<file path="src/rtl/pilha.sv">
// LIFO stack with a ready/ack push handshake and a one-cycle-latency pop.
// Optional macro PILHA_UNDERFLOW_ERR_EN adds a sticky underflow flag (err_out/clear_err_in).
module pilha #(
    parameter int WIDTH = 8,
    parameter int DEPTH = 8
) (
    input  logic                     clk,
    input  logic                     reset,
    input  logic [WIDTH-1:0]         data_in,
    input  logic                     data_ready_in,
    output logic                     ack_out,
    input  logic                     pop_in,
    output logic [WIDTH-1:0]         data_out,
    output logic                     data_valid_out,
    output logic                     full,
    output logic                     empty,
    output logic [$clog2(DEPTH):0]   count
`ifdef PILHA_UNDERFLOW_ERR_EN
    ,
    output logic                     err_out,
    input  logic                     clear_err_in
`endif
);

    localparam int AW = $clog2(DEPTH);
    localparam int CW = AW + 1;
    localparam logic [CW-1:0] DEPTH_C = CW'(DEPTH);

    typedef enum logic [1:0] {IDLE, ACK, WAIT_LOW} state_t;

    state_t           state_q;
    state_t           state_d;
    logic [WIDTH-1:0] mem [DEPTH];
    logic [CW-1:0]    count_d;
    logic [AW-1:0]    top_idx;
    logic [AW-1:0]    wr_idx;
    logic             pop_ok;
    logic             push_ok;

    assign pop_ok  = pop_in && !empty;
    assign top_idx = count[AW-1:0] - AW'(1);
    // A simultaneous pop frees the top slot, so the new word lands where the old top was.
    assign wr_idx  = pop_ok ? top_idx : count[AW-1:0];

    always_comb begin
        state_d = state_q;
        push_ok = 1'b0;
        ack_out = 1'b0;
        case (state_q)
            IDLE: begin
                if (data_ready_in && (!full || pop_ok)) begin
                    push_ok = 1'b1;
                    state_d = ACK;
                end
            end
            ACK: begin
                ack_out = 1'b1;
                state_d = WAIT_LOW;
            end
            WAIT_LOW: begin
                if (!data_ready_in) begin
                    state_d = IDLE;
                end
            end
            default: state_d = IDLE;
        endcase
    end

    always_comb begin
        count_d = count;
        case ({push_ok, pop_ok})
            2'b10:   count_d = count + CW'(1);
            2'b01:   count_d = count - CW'(1);
            default: count_d = count;
        endcase
    end

    always_ff @(posedge clk or negedge reset) begin
        if (!reset) begin
            state_q        <= IDLE;
            count          <= '0;
            empty          <= 1'b1;
            full           <= 1'b0;
            data_out       <= '0;
            data_valid_out <= 1'b0;
        end else begin
            state_q        <= state_d;
            count          <= count_d;
            empty          <= (count_d == '0);
            full           <= (count_d == DEPTH_C);
            data_valid_out <= pop_ok;
            if (pop_ok) begin
                data_out <= mem[top_idx];
            end
        end
    end

    // Storage is deliberately left out of reset.
    always_ff @(posedge clk) begin
        if (push_ok) begin
            mem[wr_idx] <= data_in;
        end
    end

`ifdef PILHA_UNDERFLOW_ERR_EN
    logic err_q;

    always_ff @(posedge clk or negedge reset) begin
        if (!reset) begin
            err_q <= 1'b0;
        end else if (pop_in && empty && !push_ok) begin
            err_q <= 1'b1;
        end else if (clear_err_in) begin
            err_q <= 1'b0;
        end
    end

    assign err_out = err_q;
`endif

endmodule

</file>
<file path="config.mk">
export PLATFORM = sky130hd
export DESIGN_NAME = pilha
export DESIGN_NICKNAME = d
export VERILOG_FILES = /design/src/rtl/pilha.sv
export SDC_FILE = /design/constraint.sdc
export NUM_CORES = 1
export LEC_CHECK = 0
export ABC_AREA = 1
export CAP_MARGIN = 30
export CORE_ASPECT_RATIO = 0.8
export CORE_MARGIN = 2
export CORE_UTILIZATION = 55
export CTS_BUF_LIST = sky130_fd_sc_hd__clkbuf_16
export DETAILED_ROUTE_END_ITERATION = 16
export GPL_TIMING_DRIVEN = 1
export HOLD_SLACK_MARGIN = 0.05
export PLACE_DENSITY = 0.72
export RECOVER_POWER = 50
export SKIP_LAST_GASP = 1
export SLEW_MARGIN = 15
export SYNTH_ARGS = -nofsm -noshare
export SYNTH_HDL_FRONTEND = slang
export SYNTH_SLANG_ARGS = --single-unit
</file>
<file path="constraint.sdc">
create_clock -name clk -period 3 [get_ports clk]
set_clock_uncertainty 0.15 [all_clocks]
set_input_delay 0.45 -clock clk [delete_from_list [all_inputs] [get_ports clk]]
set_output_delay 0.45 -clock clk [all_outputs]
set_load 0.1 [all_outputs]
</file>
---- After elaboration in Yosys (flattened, before gate mapping) ----
Memory sizes are Yosys's and may differ from the RTL's. A register that Yosys moved wholly into a read port is not among the register bits.
Index checks and enable logic that the tools add are counted.
word-level totals
  bits in registers ....................... 9
  RAM bits ................................ 64
  memories kept ........................... 1
memory list
  memory  depth  width  rd ports  clocked after Yosys merged registers in  wr ports  RTL line  RTL
  mem     8      8      1         1                                        1         33        logic [WIDTH-1:0] mem [DEPTH];
cells by class
  $add $sub $neg .......................... 3
  equality and inequality tests ........... 7
  mux-type cells .......................... 10
  reduce and logical (&&, ||, !) cells .... 9
operators with widths
  kind                                                 number
  one-hot mux 4 bit (2 select lines)                   1
  one-hot mux 2 bit (3 select lines)                   1
  two-way mux 1 bit                                    5
  adder 4 x 1 -> 4 bit, second input constant          1
  equality test 2 x 1 -> 1 bit, second input constant  2
  equality test 2 bit, second input constant           2
  equality test 4 bit, second input constant           1
  logical NOT 4 bit                                    1
  two-way mux 2 bit                                    2
  != test 2 bit, second input constant                 2
  subtractor 4 x 1 -> 4 bit, second input constant     1
  logical NOT 1 bit                                    3
  two-way mux 3 bit                                    1
  subtractor 3 x 1 -> 3 bit, second input constant     1
  logical AND 1 bit                                    2
  logical NOT 2 bit                                    1
  AND reduction 2 bit                                  1
  logical OR 1 bit                                     1

---- Longest topological paths before layout ----
Gate-level depths: netlist (run 1).
  depth after elaboration ................. 9
  mapped depth ............................ 16

---- Worst setup path after synthesis (run 1) ----
Ideal clock, no wire load.
  path type ............................... reg2reg
  start point ............................. register count[0]
  end point ............................... memory mem[1][0], enable pin
  library setup time ...................... 0.370 ns
  arrival ................................. 2.539 ns
  data required time ...................... 2.480 ns
  slack ................................... -0.059 ns
  stages on the path, launching flop included .. 10
  path buffers ............................ 2
  period minus slack after synthesis ...... 3.059 ns
  cells stage by stage .................... dfrtp_1 buf_4 inv_2 buf_2 ha_1 xnor2_2 nand2_2 o21ai_2 nand2_1 nor2_1
between the ends
  cells in the longest elaborated chain, start to end .. 2
ends and longest elaborated chain
  what                       RTL line  RTL
  start: declaration         17        output logic [$clog2(DEPTH):0] count
  start signal: assignment   88        count <= count_d;
  subtractor 3 x 1 -> 3 bit  41        assign top_idx = count[AW-1:0] - AW'(1);
  two-way mux 3 bit (*)      43        assign wr_idx = pop_ok ? top_idx : count[AW-1:0];
  end: declaration           33
Mark *: on every way between the ends. The rest lies on a longest branch, timed or not.

---- Worst setup path after layout (run 1) ----
  start point ............................. input port pop_in
  end point ............................... register full
between the ends
  cells in the longest elaborated chain, start to end .. 8
  elaborated cells on any way between the ends .. 9
ends and longest elaborated chain
  what                                                                 RTL line  RTL
  start: declaration                                                   12        input logic pop_in,
  logical AND 1 bit (*)                                                40        assign pop_ok = pop_in && !empty;
  via pop_ok                                                           37        logic pop_ok;
  logical OR 1 bit                                                     51        if (data_ready_in && (!full || pop_ok)) begin
  logical AND 1 bit                                                    51
  two-way mux 1 bit                                                    51
  two-way mux 1 bit                                                    49        case (state_q)
  equality test 2 x 1 -> 1 bit or equality test 2 bit (tied branches)  71        case ({push_ok, pop_ok})
  one-hot mux 4 bit (2 select lines) (*)                               71
  via count_d[1]                                                       34        logic [CW-1:0] count_d;
  equality test 4 bit (*)                                              90        full <= (count_d == DEPTH_C);
  end signal: assignment                                               90
  end: declaration                                                     15        output logic full,
The timed path passes the listed nets; every way through them passes the cells marked *.
A chain may end at the register's enable or synchronous reset.

==> out/qor.csv, run 1 <==
metric,value,unit
status,"complete, no violations",
hold_ws,0.2876,ns
htreeDepth,3,
synth_flop_cell,edfxtp_1,
fp.dieH,73.83,um
synth_nets,302,
synth_edf_count,64,
place.gp.congestion,0.8514,
nFillCells,441,
drive_gt1_frac,0.1627,
die-area,6739,um2
synthToLayoutAreaGrowth,19.90,%
fmax,381.8,MHz
worstMarginPinSlew,1.169,ns
diodes,0,
path_clk_slew,0.06,ns
drt_iter0_drc,231,
rr_endpoint,full,
slew_headroom,0.2243,
synth_common_cells,"64 x edfxtp_1, 51 x nand2_1, 40 x nor2_1",
core,5912,um2
cp_data_required_time,3.09,ns
tns,0,ns
yosys_warnings,0,
setup_viol,0,
worst_setup_path_end_kind,flop,
cp_max_fo,6,
cts_resized,0,
clk_path_buf_depth,2,
fin_ws,0.3806,ns
final_util,0.6798,
yosys.area.top_type,edfxtp_1,
clk_latency,0.32,ns
crit_path_max_incr_delay,0.45,ns
fin_crit,2.619,ns
r2r_setup_slack,0.57,ns
yosysTopAreaCellShare,0.5733,
num_rows,25,
grt_pass1_wl,11390,um
netlist_area,3352,um2
cts_tree,done,
die_w,91.28,um
cp.arrival,2.71,ns
grt_max_degree,37,
place_ws,0.1498,ns
grt_pass1_vias,2164,
synthDistinctLibCells,29,
grt_usage,0.2325,
syn_avg_cell_area,11.72,um2
synth_cells,286,
gr-total-overflow,0,
synth.most_common_cell,edfxtp_1,
initial_utilization,0.5670,
antenna_found_initial,0,
hold_violations,0,
yosysSeqAreaShare,0.7006,
viasPerCell,5.377,
ff_latch_area,2350,um2
rsz0062_at_grt,no,
maxCapViolations,0,
synth-async-reset-ratio,0.2099,
hold_class,input port to async pin,
slew_violations,0,
ctsHoldBuffers,0,
crit_slowest_cell,clkdlybuf4s50_1,
synthTopCellsByArea,"edfxtp_1 57%, dfrtp_1 12%, nand2_1 5.7%",
multi_input_area,880.8,um2
post_cts_buffers,0,
routed_wl,6983,um
synth_seq_cells,81,
ant_nets,0,
fin_nets,349,
vias,2253,
first_pass_iters,4,
cpMostUsedCell,nor2_1,
critPathLaunchType,input port,
remaining_drc_errors,0,
cts_made_buffers,9,
finalCritPeriodShare,0.8731,
hpwl,4646,um
ios,28,
cts_sinks,81,
path_class,input port to flop,
path_cells,clkdlybuf4s50_1 -> inv_1 -> nor2_4 -> clkbuf_1 -> ha_1 -> nor2_1 -> nor2_1 -> ha_1 -> nand2_1 -> o21ai_0 -> nor2_1 -> o211ai_1 -> nor2_1,
worstRegToRegCells,12,
wl_per_cell,16.67,um
reg2reg_from,empty,
cts-root-buf,clkbuf_16,
numPortBuffers,27,
## cells by family after synthesis
kind of cell               after synthesis  synth area share
and+or+nand+nor                        124            0.1598
DFF                                     81            0.7006
AOI/OAI and AO/OA                       47           0.07689
buffers and inverters                   26           0.03508
xor gates and xnor gates                 4           0.01269
adders and majority gates                4           0.01493
## area by class of cell
cell class,instances,share of cell area
tap,81,0.02522
sequential,81,0.5847
clock buffer,9,0.05604
timing repair buffer,46,0.08624
multi-input combinational,179,0.2192
inverter,16,0.01494
clock inverter,7,0.01370
## flip-flops by register name (all words and copies together), names as in the netlist
| name | count |
|---|---|
| empty | 1 |
| state_q | 2 |
| count | 4 |
| data_valid_out | 1 |
| data_out | 8 |
| full | 1 |
| mem | 64 |
## metrics by stage
stage	std cells	instance area (um2)
final	419	4019
after global routing	419	4019
after CTS	418	4043
after detailed placement	402	3762
after global placement	402	3762
after floorplan	286	3353
## worst max-delay path: cells and delay by family
| kind | cells | cell delay [ns] |
|---|---|---|
| and+or+nand+nor | 6 | 0.69 |
| buffers and inverters | 3 | 0.78 |
| AOI/OAI and AO/OA | 2 | 0.26 |
| adders and majority gates | 2 | 0.53 |
## placed cells by master, fill, tap and decap left out, types with 2 or more instances in the layout
cell type / Yosys / routed
xnor2_1: 2 / 2
ha_1: 4 / 4
inv_2: 4 / 4
clkbuf_1: 1 / 7
dlygate4sd3_1: 0 / 10
clkbuf_16: 0 / 9
nand2_2: 2 / 2
nand3_1: 24 / 25
buf_4: 1 / 28
nor2_4: 2 / 2
o21ai_0: 30 / 30
dfrtp_1: 16 / 15
inv_1: 12 / 14
o22ai_1: 13 / 13
nand2_1: 51 / 51
clkinv_2: 0 / 2
nor2_1: 40 / 40
edfxtp_1: 64 / 64
clkinv_1: 0 / 2
## how the worst max path moves through the flow
stage | from | depth (start not counted) | endpoint | slack, ns
after floorplan | count[0] | 9 | mem[1][0] | 0.24
after global placement | pop_in | 16 | full | 0.34
after detailed placement | pop_in | 16 | full | 0.15
after CTS | pop_in | 16 | full | 0.49
after global routing | pop_in | 16 | full | 0.20
final | pop_in | 13 | full | 0.38
## routing by layer
metal | vias up | track usage | wire [um]
li1 | 1097 | - | -
met1 | 1065 | 0.3329 | 3141
met2 | 89 | 0.3490 | 3268
met3 | 2 | 0.07077 | 556
met4 | 0 | 0.06902 | 17
met5 | - | 0 | 0
Power of run 1 is not shown: default switching activity piles up to over one toggle a cycle in this logic, so the estimate is an artifact.
==> inputs of run 2 (changes only) <==
- TNS_END_PERCENT: default -> 20
==> results of run 2 <==
The final DEF is identical to that of run 1; final timing and power are the same.
Power of run 2 is left out for the same reason.
